--- config.mk ---
export PLATFORM = sky130hd
export DESIGN_NAME = vram_port_arbiter_flat
export DESIGN_NICKNAME = d
export VERILOG_FILES = /design/src/rtl/vram_port_arbiter_pkg.sv /design/src/rtl/vram_port_arbiter_if.sv /design/src/rtl/vram_port_arbiter_bulk_engine.sv /design/src/rtl/vram_port_arbiter.sv /design/src/flat_wrapper.sv
export SDC_FILE = /design/constraint.sdc
export NUM_CORES = 1
export LEC_CHECK = 0
export BUFFER_PORTS_ARGS = -buffer_cell sky130_fd_sc_hd__clkbuf_2
export CAP_MARGIN = 20
export CELL_PAD_IN_SITES_DETAIL_PLACEMENT = 1
export CELL_PAD_IN_SITES_GLOBAL_PLACEMENT = 1
export CORE_ASPECT_RATIO = 0.75
export CORE_UTILIZATION = 36
export DETAILED_ROUTE_END_ITERATION = 6
export GPL_ROUTABILITY_DRIVEN = 1
export GPL_TIMING_DRIVEN = 0
export PLACE_DENSITY_LB_ADDON = 0.1
export SYNTH_ARGS = -nofsm -noshare
export SYNTH_HDL_FRONTEND = slang
export SYNTH_HIERARCHICAL = 1
export SYNTH_SLANG_ARGS = --single-unit
--- constraint.sdc ---
create_clock -name Clk -period 3.24 [get_ports Clk]
set_clock_uncertainty 0.05 [all_clocks]
set_input_delay 0.972 -clock Clk [delete_from_list [all_inputs] [get_ports Clk]]
set_output_delay 0.972 -clock Clk [all_outputs]
set_load 0.02 [all_outputs]
--- src/rtl/vram_port_arbiter_pkg.sv ---
// Shared constants and enums for the VRAM port A arbiter and its bulk engine.
// Geometry: 80x30 glyphs, 4 glyphs per 32-bit word.
package vram_pkg;

  localparam int WORDS     = 600;
  localparam int ROW_WORDS = 20;
  localparam int AW        = 10;

  localparam logic [AW-1:0] LAST_IDX     = AW'(WORDS - 1);
  localparam logic [AW-1:0] SCR_LAST_IDX = AW'(WORDS - ROW_WORDS - 1);

  typedef enum logic [1:0] {
    OP_NOP    = 2'b00,
    OP_CLEAR  = 2'b01,
    OP_SCROLL = 2'b10
  } cmd_op_e;

  typedef enum logic [2:0] {
    ST_IDLE,
    ST_CLR,
    ST_SCR_RD,
    ST_SCR_WR,
    ST_FILL,
    ST_DONE
  } eng_state_e;

  typedef enum logic {
    OWN_HOST,
    OWN_ENGINE
  } owner_e;

  function automatic logic is_bulk_op(input logic [1:0] op);
    return (op == OP_CLEAR) || (op == OP_SCROLL);
  endfunction

endpackage

--- src/rtl/vram_port_arbiter_if.sv ---
// Host, bulk-command and BRAM port A signals of the arbiter.
// slave = arbiter side, master = host/command/BRAM side.
interface vram_port_arbiter_if;
  import vram_pkg::*;

  logic          host_req;
  logic          host_we;
  logic [AW-1:0] host_addr;
  logic [31:0]   host_wdata;
  logic [3:0]    host_wstrb;
  logic          host_gnt;
  logic          host_rvalid;
  logic [31:0]   host_rdata;

  logic          cmd_valid;
  logic [1:0]    cmd_op;
  logic [31:0]   cmd_fill;
  logic          cmd_ready;
  logic          busy;
  logic          done;

  logic          bram_ena;
  logic [3:0]    bram_wea;
  logic [AW-1:0] bram_addra;
  logic [31:0]   bram_dina;
  logic [31:0]   bram_douta;

  modport slave (
    input  host_req, host_we, host_addr, host_wdata, host_wstrb,
    input  cmd_valid, cmd_op, cmd_fill,
    input  bram_douta,
    output host_gnt, host_rvalid, host_rdata,
    output cmd_ready, busy, done,
    output bram_ena, bram_wea, bram_addra, bram_dina
  );

  modport master (
    output host_req, host_we, host_addr, host_wdata, host_wstrb,
    output cmd_valid, cmd_op, cmd_fill,
    output bram_douta,
    input  host_gnt, host_rvalid, host_rdata,
    input  cmd_ready, busy, done,
    input  bram_ena, bram_wea, bram_addra, bram_dina
  );

endinterface

--- src/rtl/vram_port_arbiter_bulk_engine.sv ---
// CLEAR / SCROLL engine for VRAM port A; freezes whenever stall is high.
//   state     | meaning
//   ST_IDLE   | waiting for a command, cmd_ready=1
//   ST_CLR    | write fill word to idx, whole screen
//   ST_SCR_RD | read word idx+ROW_WORDS
//   ST_SCR_WR | write read-back word to idx
//   ST_FILL   | write fill word to the last text row
//   ST_DONE   | one-cycle completion pulse
module vram_bulk_engine
  import vram_pkg::*;
(
  input  logic          clk,
  input  logic          rst,
  input  logic          stall,
  input  logic          cmd_valid,
  input  logic [1:0]    cmd_op,
  input  logic [31:0]   cmd_fill,
  input  logic          rd_ret,
  input  logic [31:0]   rd_data,
  output logic          cmd_ready,
  output logic          busy,
  output logic          done,
  output logic          req,
  output logic          we,
  output logic [AW-1:0] addr,
  output logic [31:0]   wdata
);

  eng_state_e    state_q, state_d;
  logic [AW-1:0] idx_q, idx_d;
  logic [31:0]   fill_q, fill_d;
  logic [31:0]   hold_q;

  always_ff @(posedge clk) begin
    if (rst) begin
      state_q <= ST_IDLE;
      idx_q   <= '0;
      fill_q  <= '0;
      hold_q  <= '0;
    end else begin
      state_q <= state_d;
      idx_q   <= idx_d;
      fill_q  <= fill_d;
      // captured even when the host steals the cycle after our read
      if (rd_ret) hold_q <= rd_data;
    end
  end

  always_comb begin
    state_d   = state_q;
    idx_d     = idx_q;
    fill_d    = fill_q;
    cmd_ready = 1'b0;
    busy      = 1'b0;
    done      = 1'b0;
    req       = 1'b0;
    we        = 1'b0;
    addr      = idx_q;
    wdata     = fill_q;

    case (state_q)
      ST_IDLE: begin
        cmd_ready = 1'b1;
        if (cmd_valid && is_bulk_op(cmd_op)) begin
          fill_d  = cmd_fill;
          idx_d   = '0;
          state_d = (cmd_op == OP_CLEAR) ? ST_CLR : ST_SCR_RD;
        end
      end
      ST_CLR, ST_FILL: begin
        busy = 1'b1;
        req  = 1'b1;
        we   = 1'b1;
        if (!stall) begin
          if (idx_q == LAST_IDX) state_d = ST_DONE;
          else                   idx_d   = idx_q + AW'(1);
        end
      end
      ST_SCR_RD: begin
        busy = 1'b1;
        req  = 1'b1;
        addr = idx_q + AW'(ROW_WORDS);
        if (!stall) state_d = ST_SCR_WR;
      end
      ST_SCR_WR: begin
        busy  = 1'b1;
        req   = 1'b1;
        we    = 1'b1;
        // read data lands this cycle unless the host took the cycle in between
        wdata = rd_ret ? rd_data : hold_q;
        if (!stall) begin
          idx_d   = idx_q + AW'(1);
          state_d = (idx_q == SCR_LAST_IDX) ? ST_FILL : ST_SCR_RD;
        end
      end
      ST_DONE: begin
        done    = 1'b1;
        idx_d   = '0;
        state_d = ST_IDLE;
      end
      default: state_d = ST_IDLE;
    endcase
  end

endmodule

--- src/rtl/vram_port_arbiter.sv ---
// VRAM port A arbiter: host has absolute priority over the bulk engine.
// Tracks who issued the last read so bram_douta goes to the right consumer.
module vram_port_arbiter
  import vram_pkg::*;
(
  input logic                Clk,
  input logic                Reset,
  vram_port_arbiter_if.slave bus
);

  logic          eng_req, eng_we, eng_busy, eng_done, eng_ready, eng_rd_ret;
  logic [AW-1:0] eng_addr;
  logic [31:0]   eng_wdata;
  logic          host_in_range, host_rd, eng_rd;
  logic          rd_pend_q, rd_oor_q;
  owner_e        owner_q;
  logic [31:0]   rdata_q, ret_data;

  assign host_in_range = bus.host_addr < AW'(WORDS);
  assign host_rd       = ~Reset & bus.host_req & ~bus.host_we;
  assign eng_rd        = ~Reset & ~bus.host_req & eng_req & ~eng_we;

  vram_bulk_engine u_engine (
    .clk       (Clk),
    .rst       (Reset),
    .stall     (bus.host_req),
    .cmd_valid (bus.cmd_valid),
    .cmd_op    (bus.cmd_op),
    .cmd_fill  (bus.cmd_fill),
    .rd_ret    (eng_rd_ret),
    .rd_data   (bus.bram_douta),
    .cmd_ready (eng_ready),
    .busy      (eng_busy),
    .done      (eng_done),
    .req       (eng_req),
    .we        (eng_we),
    .addr      (eng_addr),
    .wdata     (eng_wdata)
  );

  always_comb begin
    bus.host_gnt   = bus.host_req & ~Reset;
    bus.bram_ena   = 1'b0;
    bus.bram_wea   = 4'h0;
    bus.bram_addra = bus.host_addr;
    bus.bram_dina  = bus.host_wdata;
    if (!Reset) begin
      if (bus.host_req) begin
        // out-of-range host accesses are granted but never reach the BRAM
        bus.bram_ena = host_in_range;
        if (bus.host_we && host_in_range) bus.bram_wea = bus.host_wstrb;
      end else if (eng_req) begin
        bus.bram_ena   = 1'b1;
        bus.bram_wea   = eng_we ? 4'hF : 4'h0;
        bus.bram_addra = eng_addr;
        bus.bram_dina  = eng_wdata;
      end
    end
  end

  always_ff @(posedge Clk) begin
    if (Reset) begin
      rd_pend_q <= 1'b0;
      rd_oor_q  <= 1'b0;
      owner_q   <= OWN_HOST;
      rdata_q   <= '0;
    end else begin
      rd_pend_q <= host_rd | eng_rd;
      rd_oor_q  <= host_rd & ~host_in_range;
      if (host_rd)     owner_q <= OWN_HOST;
      else if (eng_rd) owner_q <= OWN_ENGINE;
      if (bus.host_rvalid) rdata_q <= ret_data;
    end
  end

  assign eng_rd_ret      = rd_pend_q & (owner_q == OWN_ENGINE);
  assign ret_data        = rd_oor_q ? 32'h0 : bus.bram_douta;
  // return data is presented in the rvalid cycle and held afterwards
  assign bus.host_rvalid = rd_pend_q & (owner_q == OWN_HOST);
  assign bus.host_rdata  = bus.host_rvalid ? ret_data : rdata_q;

  assign bus.cmd_ready = eng_ready;
  assign bus.busy      = eng_busy & ~Reset;
  assign bus.done      = eng_done & ~Reset;

endmodule

--- src/flat_wrapper.sv ---
// flat-port wrapper written by rule: the top's interface ports become plain ports
module vram_port_arbiter_flat import vram_pkg::*;
  (Clk, Reset, bus_host_req, bus_host_we, bus_host_addr, bus_host_wdata, bus_host_wstrb, bus_cmd_valid, bus_cmd_op, bus_cmd_fill, bus_bram_douta, bus_host_gnt, bus_host_rvalid, bus_host_rdata, bus_cmd_ready, bus_busy, bus_done, bus_bram_ena, bus_bram_wea, bus_bram_addra, bus_bram_dina);
  vram_port_arbiter_if bus_i ();
  input logic Clk;
  input logic Reset;
  input wire logic [$bits(bus_i.host_req)-1:0] bus_host_req;
  input wire logic [$bits(bus_i.host_we)-1:0] bus_host_we;
  input wire logic [$bits(bus_i.host_addr)-1:0] bus_host_addr;
  input wire logic [$bits(bus_i.host_wdata)-1:0] bus_host_wdata;
  input wire logic [$bits(bus_i.host_wstrb)-1:0] bus_host_wstrb;
  input wire logic [$bits(bus_i.cmd_valid)-1:0] bus_cmd_valid;
  input wire logic [$bits(bus_i.cmd_op)-1:0] bus_cmd_op;
  input wire logic [$bits(bus_i.cmd_fill)-1:0] bus_cmd_fill;
  input wire logic [$bits(bus_i.bram_douta)-1:0] bus_bram_douta;
  output wire logic [$bits(bus_i.host_gnt)-1:0] bus_host_gnt;
  output wire logic [$bits(bus_i.host_rvalid)-1:0] bus_host_rvalid;
  output wire logic [$bits(bus_i.host_rdata)-1:0] bus_host_rdata;
  output wire logic [$bits(bus_i.cmd_ready)-1:0] bus_cmd_ready;
  output wire logic [$bits(bus_i.busy)-1:0] bus_busy;
  output wire logic [$bits(bus_i.done)-1:0] bus_done;
  output wire logic [$bits(bus_i.bram_ena)-1:0] bus_bram_ena;
  output wire logic [$bits(bus_i.bram_wea)-1:0] bus_bram_wea;
  output wire logic [$bits(bus_i.bram_addra)-1:0] bus_bram_addra;
  output wire logic [$bits(bus_i.bram_dina)-1:0] bus_bram_dina;
  assign bus_i.host_req = bus_host_req;
  assign bus_i.host_we = bus_host_we;
  assign bus_i.host_addr = bus_host_addr;
  assign bus_i.host_wdata = bus_host_wdata;
  assign bus_i.host_wstrb = bus_host_wstrb;
  assign bus_i.cmd_valid = bus_cmd_valid;
  assign bus_i.cmd_op = bus_cmd_op;
  assign bus_i.cmd_fill = bus_cmd_fill;
  assign bus_i.bram_douta = bus_bram_douta;
  assign bus_host_gnt = bus_i.host_gnt;
  assign bus_host_rvalid = bus_i.host_rvalid;
  assign bus_host_rdata = bus_i.host_rdata;
  assign bus_cmd_ready = bus_i.cmd_ready;
  assign bus_busy = bus_i.busy;
  assign bus_done = bus_i.done;
  assign bus_bram_ena = bus_i.bram_ena;
  assign bus_bram_wea = bus_i.bram_wea;
  assign bus_bram_addra = bus_i.bram_addra;
  assign bus_bram_dina = bus_i.bram_dina;
  vram_port_arbiter u_core (.Clk(Clk), .Reset(Reset), .bus(bus_i));
endmodule
## After elaboration in Yosys (flattened, before gate mapping)

Cells that the tools add are included.

- Bits of input ports: 117
- Word-level logic and storage cells: 91
- Output and inout port bits: 84
- Register bits after elaboration: 112

- Bitwise operators: 17
- Reductions and logical operators: 12
- Add/sub/neg operators: 2
- Muxes and demuxes: 36
- Eq/ne operators: 15
- $lt $le $gt $ge: 1

Operators with widths:

| operator | number |
|---|---|
| 32-bit two-way mux | 7 |
| 10-bit two-way mux | 8 |
| 10-bit one-hot mux with 4 select lines | 1 |
| 10-bit == test, second input constant | 2 |
| 4-bit two-way mux | 5 |
| 3-bit two-way mux | 6 |
| 2-bit != test, second input constant | 6 |
| 3-bit one-hot mux with 4 select lines | 1 |
| 10-bit by 1-bit adder with 10-bit output, second input constant | 1 |
| 10-bit by 5-bit adder with 10-bit output, second input constant | 1 |
| 1-bit AND | 10 |
| 10-bit less-than comparator, second input constant | 1 |
| 5-bit AND reduction | 2 |
| 1-bit two-way mux | 7 |
| 3-bit by 2-bit == test with 1-bit output, second input constant | 2 |
| 3-bit == test, second input constant | 2 |
| 1-bit NOT | 6 |
| 4-bit nonzero test | 1 |
| 2-bit OR reduction | 2 |
| 4-bit OR reduction | 1 |
| 3-bit by 1-bit == test with 1-bit output, second input constant | 1 |
| 3-bit logical NOT | 1 |
| 3-bit OR reduction | 1 |
| 2-bit by 1-bit == test with 1-bit output, second input constant | 1 |
| 6 further kinds | 7 |

## Depth between registers and ports, before layout

Gate-level depths: netlist (run 1).

- Word-level depth: 7
- Depth in mapped cells: 8
- Mapped depth without buffers: 7

## Hierarchy

The synthesis (run 1) kept the hierarchy.

Modules (own cells, without submodules):

| module | sequential area each (um2) | times used | cells an instance | area each (um2) |
|---|---|---|---|---|
| vram_bulk_engine | 1,541.5 | 1 | 451 | 3,688.5 |
| vram_port_arbiter | 700.7 | 1 | 251 | 2,163.3 |

## Worst setup path after synthesis (run 1)

No wires, ideal clock.

- Kind: input to output
- Start: input port bus_host_req
- End: output port bus_bram_dina[11]
- Path slack: 0.251 ns
- Data required time: 2.218 ns
- Stages on the path: 3
- Arrival time: 1.967 ns
- Cells stage by stage: nor3b_4 buf_4 mux2_2

- Cells in the longest elaborated chain, start to end: 2

RTL lines:

| item | line | RTL |
|---|---|---|
| start, declared | flat_wrapper.sv:7 | `input wire logic [$bits(bus_i.host_req)-1:0] bus_host_req;` |
| 32-bit two-way mux | vram_port_arbiter.sv:48 | `if (bus.host_req) begin` |
| 32-bit two-way mux | vram_port_arbiter.sv:47 | `if (!Reset) begin` |
| end, declared | flat_wrapper.sv:25 | `output wire logic [$bits(bus_i.bram_dina)-1:0] bus_bram_dina;` |

No other way between the ends.

## Worst setup path after layout (run 1)

- Start: input port Reset
- End: output port bus_bram_addra[6]

- Cells in the longest elaborated chain, start to end: 1

RTL lines:

| item | line | RTL |
|---|---|---|
| start, declared | flat_wrapper.sv:6 | `input logic Reset;` |
| 10-bit two-way mux | vram_port_arbiter.sv:47 |  |
| end, declared | flat_wrapper.sv:24 | `output wire logic [$bits(bus_i.bram_addra)-1:0] bus_bram_addra;` |

No other way between the ends.

==> results.md, run 1 <==
- Outcome: complete, but fails checks
- Failing checks: negative setup slack
- Area grow syn2layout: 37.7%
- Worst Setup Start Kind: input pin
- Final Core Density: 51.8%
- WL/cell: 17.4 um
- Reg clk slew, reported paths: 0.07 ns
- CP endpoint kind: primary output
- Synthesized instance count: 702
- Core area: 0.0156 mm^2
- Maximum clock frequency: 297 MHz
- Setup_tns: -2.73 ns
- Synth Area in Adders: 1.07%
- #FFs+latches synth: 112
- Post-Syn Area: 0.00585 mm^2
- Pwr dens: 463 mW/mm^2
- Cell mode on critical path: buf_8
- Placed cells: 1107
- Die Area: 0.0168 mm^2
- CP required: 2.22 ns
- Met3 GRT Util: 4.59%
- CP bufs+invs: 5
- HP Class: register to register
- Ys flop type: dfxtp_1
- Post-detail-place hpwl: 14700 um
- CTS tree: yes
- Peak VDD IR: 0.283 mV
- Vias per Instance: 5.10
- Met2 Use GR: 42.0%
- XOR/XNOR Fraction of Synth Area: 1.20%
- Fin. max-slew vios: 0
- Multi-input logic area: 0.00338 mm^2
- Syn Nets: 824
- HP Start: u_core/u_engine/fill_q[14]
- Tcrit/Tclk final: 104%
- Cell Rows: 39
- Die height: 112 um
- Clock sink count: 112
- Placer Congestion: 0.842
- Busiest grt layer: met2
- Final setup fails: 42
- Top area cells in the synthesized netlist: dfxtp_1, nand2_1, mux2_2, a21oi_1, mux2i_1
- Max-cap violation count: 0
- Simple-Gate Fraction of Synth Area: 24.8%
- Largest net degree at the start of global routing: 19
- Final nets: 1065
- Area fraction of the dominant cell type after synthesis: 38.3%
- Post-synth EDFFs: 0
- Initial DRC count: 240
- Pre-CTS setup slack: -0.474 ns
- First-pass GRT wire length: 31400 um
- Worst-Margin Slew: 0.710 ns
- Via count: 5886
- RR Startpoint: u_core/u_engine/idx_q[0]
- I/O pin cnt: 201
- Minimum clock period: 3.37 ns
- Commonest cells post-synth: nand2_1, dfxtp_1, a21oi_1
- Clk_lat worst skew: 0.36 ns
- Vias in the first global route: 6124
- CP peak stage delay: 0.33 ns
- Die W: 149 um
- Initial core utilization: 37.6%
- Worst hold slack: 0.410 ns
- Synth area leader: dfxtp_1
- CTS buffer count: 9
- Grt met1 use: 30.5%
- Clk Tree Root Cell: clkbuf_16
- WP data arrival: 2.35 ns
- Largest family of logic cells by synthesized area: simple AND/OR/NAND/NOR gates
- Total Routing Usage GR: 24.0%
- H-tree depth: 3
- Worst Hold End: u_core/u_engine/fill_q[14]
- CP startpoint: Reset
- Hold path cells: 2
- Synthesized area per cell: 8.34 um^2
- Crit-path max FO: 10
- Ant. Diodes: 0
- Non-Filler Instances: 1153
- Post-synthesis compound-gate area fraction: 14.6%
- Final Hold Fails: 0
- Final ANT Viol Nets: 0
- Initial antenna violation count: 0
- Drt total wl: 20100 um
- Worst path slowest cell: nor3b_4
- Register area share after synthesis: 38.3%
- FF+latch area: 0.00225 mm^2
- Worst R2R Path Depth: 7
- Post-synthesis mux area share: 14.1%
- RSZ-0062 raised after global routing: true
- Count leader, synth: nand2_1
- Synth warn: 6
- CP top delay family: buffers and inverters
- Max Buffers Root-to-Sink: 2
- Yosys cell types: 59
- TritonRoute pass-1 iters: 4
- Post-synthesis async set-or-reset flop share: 0%
- DRC Markers: 0
- Layout cells sized above 1: 38.9%
- CP cell instances: clkbuf_2 > nor3b_4 > buf_6 > buf_12 > buf_8 > mux2_4 > buf_8
- Reg-to-Reg End: u_core/u_engine/idx_q[8]
- PnR worst setup slack: -0.128 ns
- PortBufs: 200
- GRT overflow: 0
- Filler instances: 1927
- Max_slew headroom: 52.7%
- CP Class: input pin to primary output
- Leakage: 3.60 nW
- Reg2reg setup slack: 1.06 ns
## worst register-to-register path, cell delays in order, from the launching register on
cell and delay, ns:
dfxtp_1 0.44, ha_1 0.18, clkbuf_1 0.36, nand4b_1 0.18, nor2_1 0.29, a22o_4 0.28, a21oi_1 0.07, o32ai_1 0.24
## worst max-delay path by stage
stage / to / slack (ns) / cells past startpoint
after floorplan: bus_bram_dina[11] / 0.25 / 3
after global placement: bus_bram_dina[17] / -0.40 / 5
after detailed placement: bus_bram_dina[16] / -0.47 / 5
after CTS: bus_bram_dina[16] / -0.14 / 10
after global routing: bus_bram_addra[4] / -0.16 / 7
final: bus_bram_addra[6] / -0.13 / 7
## repair_timing
item / in CTS / in global routing
gates resized for setup: 66 / 89
setup buffers: 24 / 10
cloned: 1 / 1
setup endpoints to repair: 47 / 47
hold buffers: 0 / 0
pin swaps: 3 / 3
## state kept, by name, indices dropped and copies added, names as in the netlist
signal and flops:
u_core/owner_q 1, u_core/rd_oor_q 1, u_core/rd_pend_q 1, u_core/rdata_q 32, u_core/u_engine/fill_q 32, u_core/u_engine/hold_q 32, u_core/u_engine/idx_q 10, u_core/u_engine/state_q 3
## cells by family after synthesis
group           Yosys count
xor+xnor                  8
flops                   112
buf+inv                  66
compound gates          143
fa+ha+maj                 5
simple gates            292
mux                      76
## through the flow
step | power (mW) | instance area (um^2)
global placement | 2.44 | 7110
floorplan | 2.14 | 5850
global route | 3.91 | 8060
finish | 3.73 | 8060
CTS | 3.69 | 7840
detailed placement | 2.47 | 7110
## area by class of cell
cell class | instances | share of cell area (%)
Tap cell | 205 | 3.18
Sequential cell | 112 | 27.9
Timing Repair Buffer | 234 | 18.6
Buffer | 49 | 4.07
Clock buffer | 12 | 3.18
Clock inverter | 4 | 0.419
Multi-Input combinational cell | 524 | 42.0
Inverter | 13 | 0.637
## where the power goes
part / internal [mW] / leakage (nW) / switching [mW]
Sequential: 1.45 / 0.910 / 0.0331
Combinational: 0.496 / 2.55 / 0.640
Clock: 0.575 / 0.145 / 0.537
## cell usage in the layout, fill, tap and decap left out, types with 7 or more instances in the layout
cell       netlist  routed
clkbuf_2         0     179
a21oi_1         76      75
dfxtp_1        112     109
nand3_1          7       7
clkbuf_1        29      21
buf_6            9      20
or3b_1          14      14
buf_4            5      35
or3b_2          18      18
inv_1           12      12
nand2_1        177     177
clkbuf_16        0      10
nor2_1          40      40
mux2_2          42      20
buf_8            0      13
o21ai_0         39      32
mux2_4           0      22
mux2i_1         33      33
## metal layers
metal	wire, um	vias to the layer above	share of wire (%)
met3	985	16	4.9
li1	-	2871	-
met4	176	0	0.88
met5	0	-	0
met1	9090	2841	45
met2	9810	158	49
Power figures use the tool's default switching activity.
==> run 2: changes to the inputs <==
Settings changed: CORE_UTILIZATION 36 to 39.
Clock period 3.24 ns to 4.15 ns, I/O delays scaled along.
==> results.md, run 2 (same netlist as run 1, synthesis figures left out) <==
- Reg clk slew, reported paths: 0.07 ns
- HP Start: u_core/u_engine/fill_q[1]
- Initial antenna violation count: 0
- Most frequent cells in the layout: clkbuf_2, nand2_1, dfxtp_1
- Clk_lat worst skew: 0.36 ns
- Max_slew headroom: 56.0%
- Setup_tns: 0 ns
- WP data arrival: 2.63 ns
- RSZ-0062 raised after global routing: false
- Worst R2R Path Depth: 7
- Die height: 108 um
- CP peak stage delay: 0.35 ns
- Clock sink count: 112
- CP cell instances: clkbuf_2 > nor3b_4 > buf_4 > buf_6 > mux2_2 > clkbuf_2
- PortBufs: 200
- TritonRoute pass-1 iters: 4
- Die Area: 0.0155 mm^2
- Vias per Instance: 5.08
- Largest net degree at the start of global routing: 20
- Vias in the first global route: 5898
- Cell mode on critical path: clkbuf_2
- CP bufs+invs: 4
- CP required: 2.85 ns
- CTS tree: yes
- Outcome: finished clean
- Final Core Density: 50.9%
- Clk Tree Root Cell: clkbuf_16
- Largest registers: u_core/rdata_q (32), u_core/u_engine/fill_q (32), u_core/u_engine/hold_q (32)
- Ant. Diodes: 0
- CP Class: input pin to primary output
- Maximum clock frequency: 255 MHz
- WL/cell: 16.5 um
- I/O pin cnt: 201
- Placer Congestion: 0.885
- H-tree depth: 3
- Area grow syn2layout: 26.7%
- Final nets: 1039
- GRT overflow: 0
- Via count: 5697
- Worst Setup Start Kind: input pin
- CTS Hold Bufs: 0
- Worst path slowest cell: mux2_2
- Worst-Margin Slew: 0.660 ns
- Layout cells sized above 1: 35.4%
- Peak VDD IR: 0.247 mV
- Initial core utilization: 40.2%
- Max Buffers Root-to-Sink: 2
- DRC Markers: 0
- Cell Rows: 38
- HP Class: register to register
- Max-cap violation count: 0
- Initial DRC count: 190
- Post-detail-place hpwl: 14500 um
- Fin. max-slew vios: 0
- Reg-to-Reg End: u_core/u_engine/idx_q[7]
- Final setup fails: 0
- CP endpoint kind: primary output
- Core area: 0.0145 mm^2
- Crit-path max FO: 10
- CTS buffer count: 9
- RR Startpoint: u_core/u_engine/idx_q[0]
- Most common cell after layout, fill and taps aside: clkbuf_2
- Final ANT Viol Nets: 0
- Drt total wl: 18500 um
- Reg2reg setup slack: 2.07 ns
- CP top delay family: buffers and inverters
- Die W: 143 um
- Hold path cells: 2
- Tcrit/Tclk final: 94.5%
- Final Hold Fails: 0
- Pwr dens: 370 mW/mm^2
- Worst Hold End: u_core/u_engine/fill_q[1]
- First-pass GRT wire length: 29200 um
- Leakage: 3.27 nW
- Minimum clock period: 3.92 ns
- Total Routing Usage GR: 24.4%
[run 2: worst reg2reg max path, delay by kind of cell (launching register included)]
kind	cells	cell delay, ns
and+or+nand+nor	3	0.55
AOI/OAI and AO/OA	2	0.47
DFF	1	0.42
buffers and inverters	1	0.30
adders and majority gates	1	0.18
[run 2: what timing repair did]
action | CTS | global route
resized for setup | 0 | 0
setup endpoints to repair | 10 | 0
setup buffers | 4 | 0
[run 2: metal layers]
| layer | up-vias | global-route usage (%) | part of all wire (%) |
|---|---|---|---|
| met5 | - | 0 | 0 |
| met4 | 0 | 6.76 | 1.5 |
| met3 | 26 | 5.18 | 5.1 |
| met2 | 148 | 42.0 | 48 |
| met1 | 2705 | 30.9 | 46 |
| li1 | 2818 | - | - |
[run 2: final cells by class]
type / count / area (um^2)
timing repair buffer: 204 / 1030
fill: 1853 / 7140
multi-input combinational: 524 / 3270
clock inverter: 6 / 50.0
tap: 200 / 250
inverter: 13 / 48.8
clock buffer: 10 / 229
sequential: 112 / 2240
buffer: 53 / 295
[run 2: worst max-delay path by stage]
| stage | startpoint | endpoint | cells after the start |
|---|---|---|---|
| 3_5_place_dp | bus_host_req | bus_bram_dina[16] | 5 |
| 4_1_cts | bus_host_req | bus_bram_dina[10] | 6 |
| 5_1_grt | u_core/u_engine/state_q[0] | bus_bram_dina[10] | 9 |
| 6_report | Reset | bus_bram_dina[10] | 6 |
| 3_3_place_gp | bus_host_req | bus_bram_dina[16] | 5 |
| 2_1_floorplan | bus_host_req | bus_bram_dina[11] | 3 |
[run 2: through the flow]
stage | cells | setup slack (ns) | power [mW] | cell area (um^2) | hold WS, ns
after floorplan | 702 | 0.615 | 1.67 | 5850 | 0.387
after global placement | 1102 | -0.0161 | 1.90 | 7100 | 0.393
after detailed placement | 1102 | -0.0393 | 1.93 | 7100 | 0.401
after CTS | 1122 | 0.218 | 2.77 | 7410 | 0.411
after global routing | 1122 | 0.0935 | 2.88 | 7410 | 0.426
final | 1122 | 0.230 | 2.74 | 7410 | 0.412
[run 2: report_power, final]
part / switching (mW) / total [mW] / internal (mW)
sequential: 0.0249 / 1.16 / 1.13
clock: 0.422 / 0.839 / 0.417
combinational: 0.460 / 0.749 / 0.289
total: 0.906 / 2.74 / 1.84
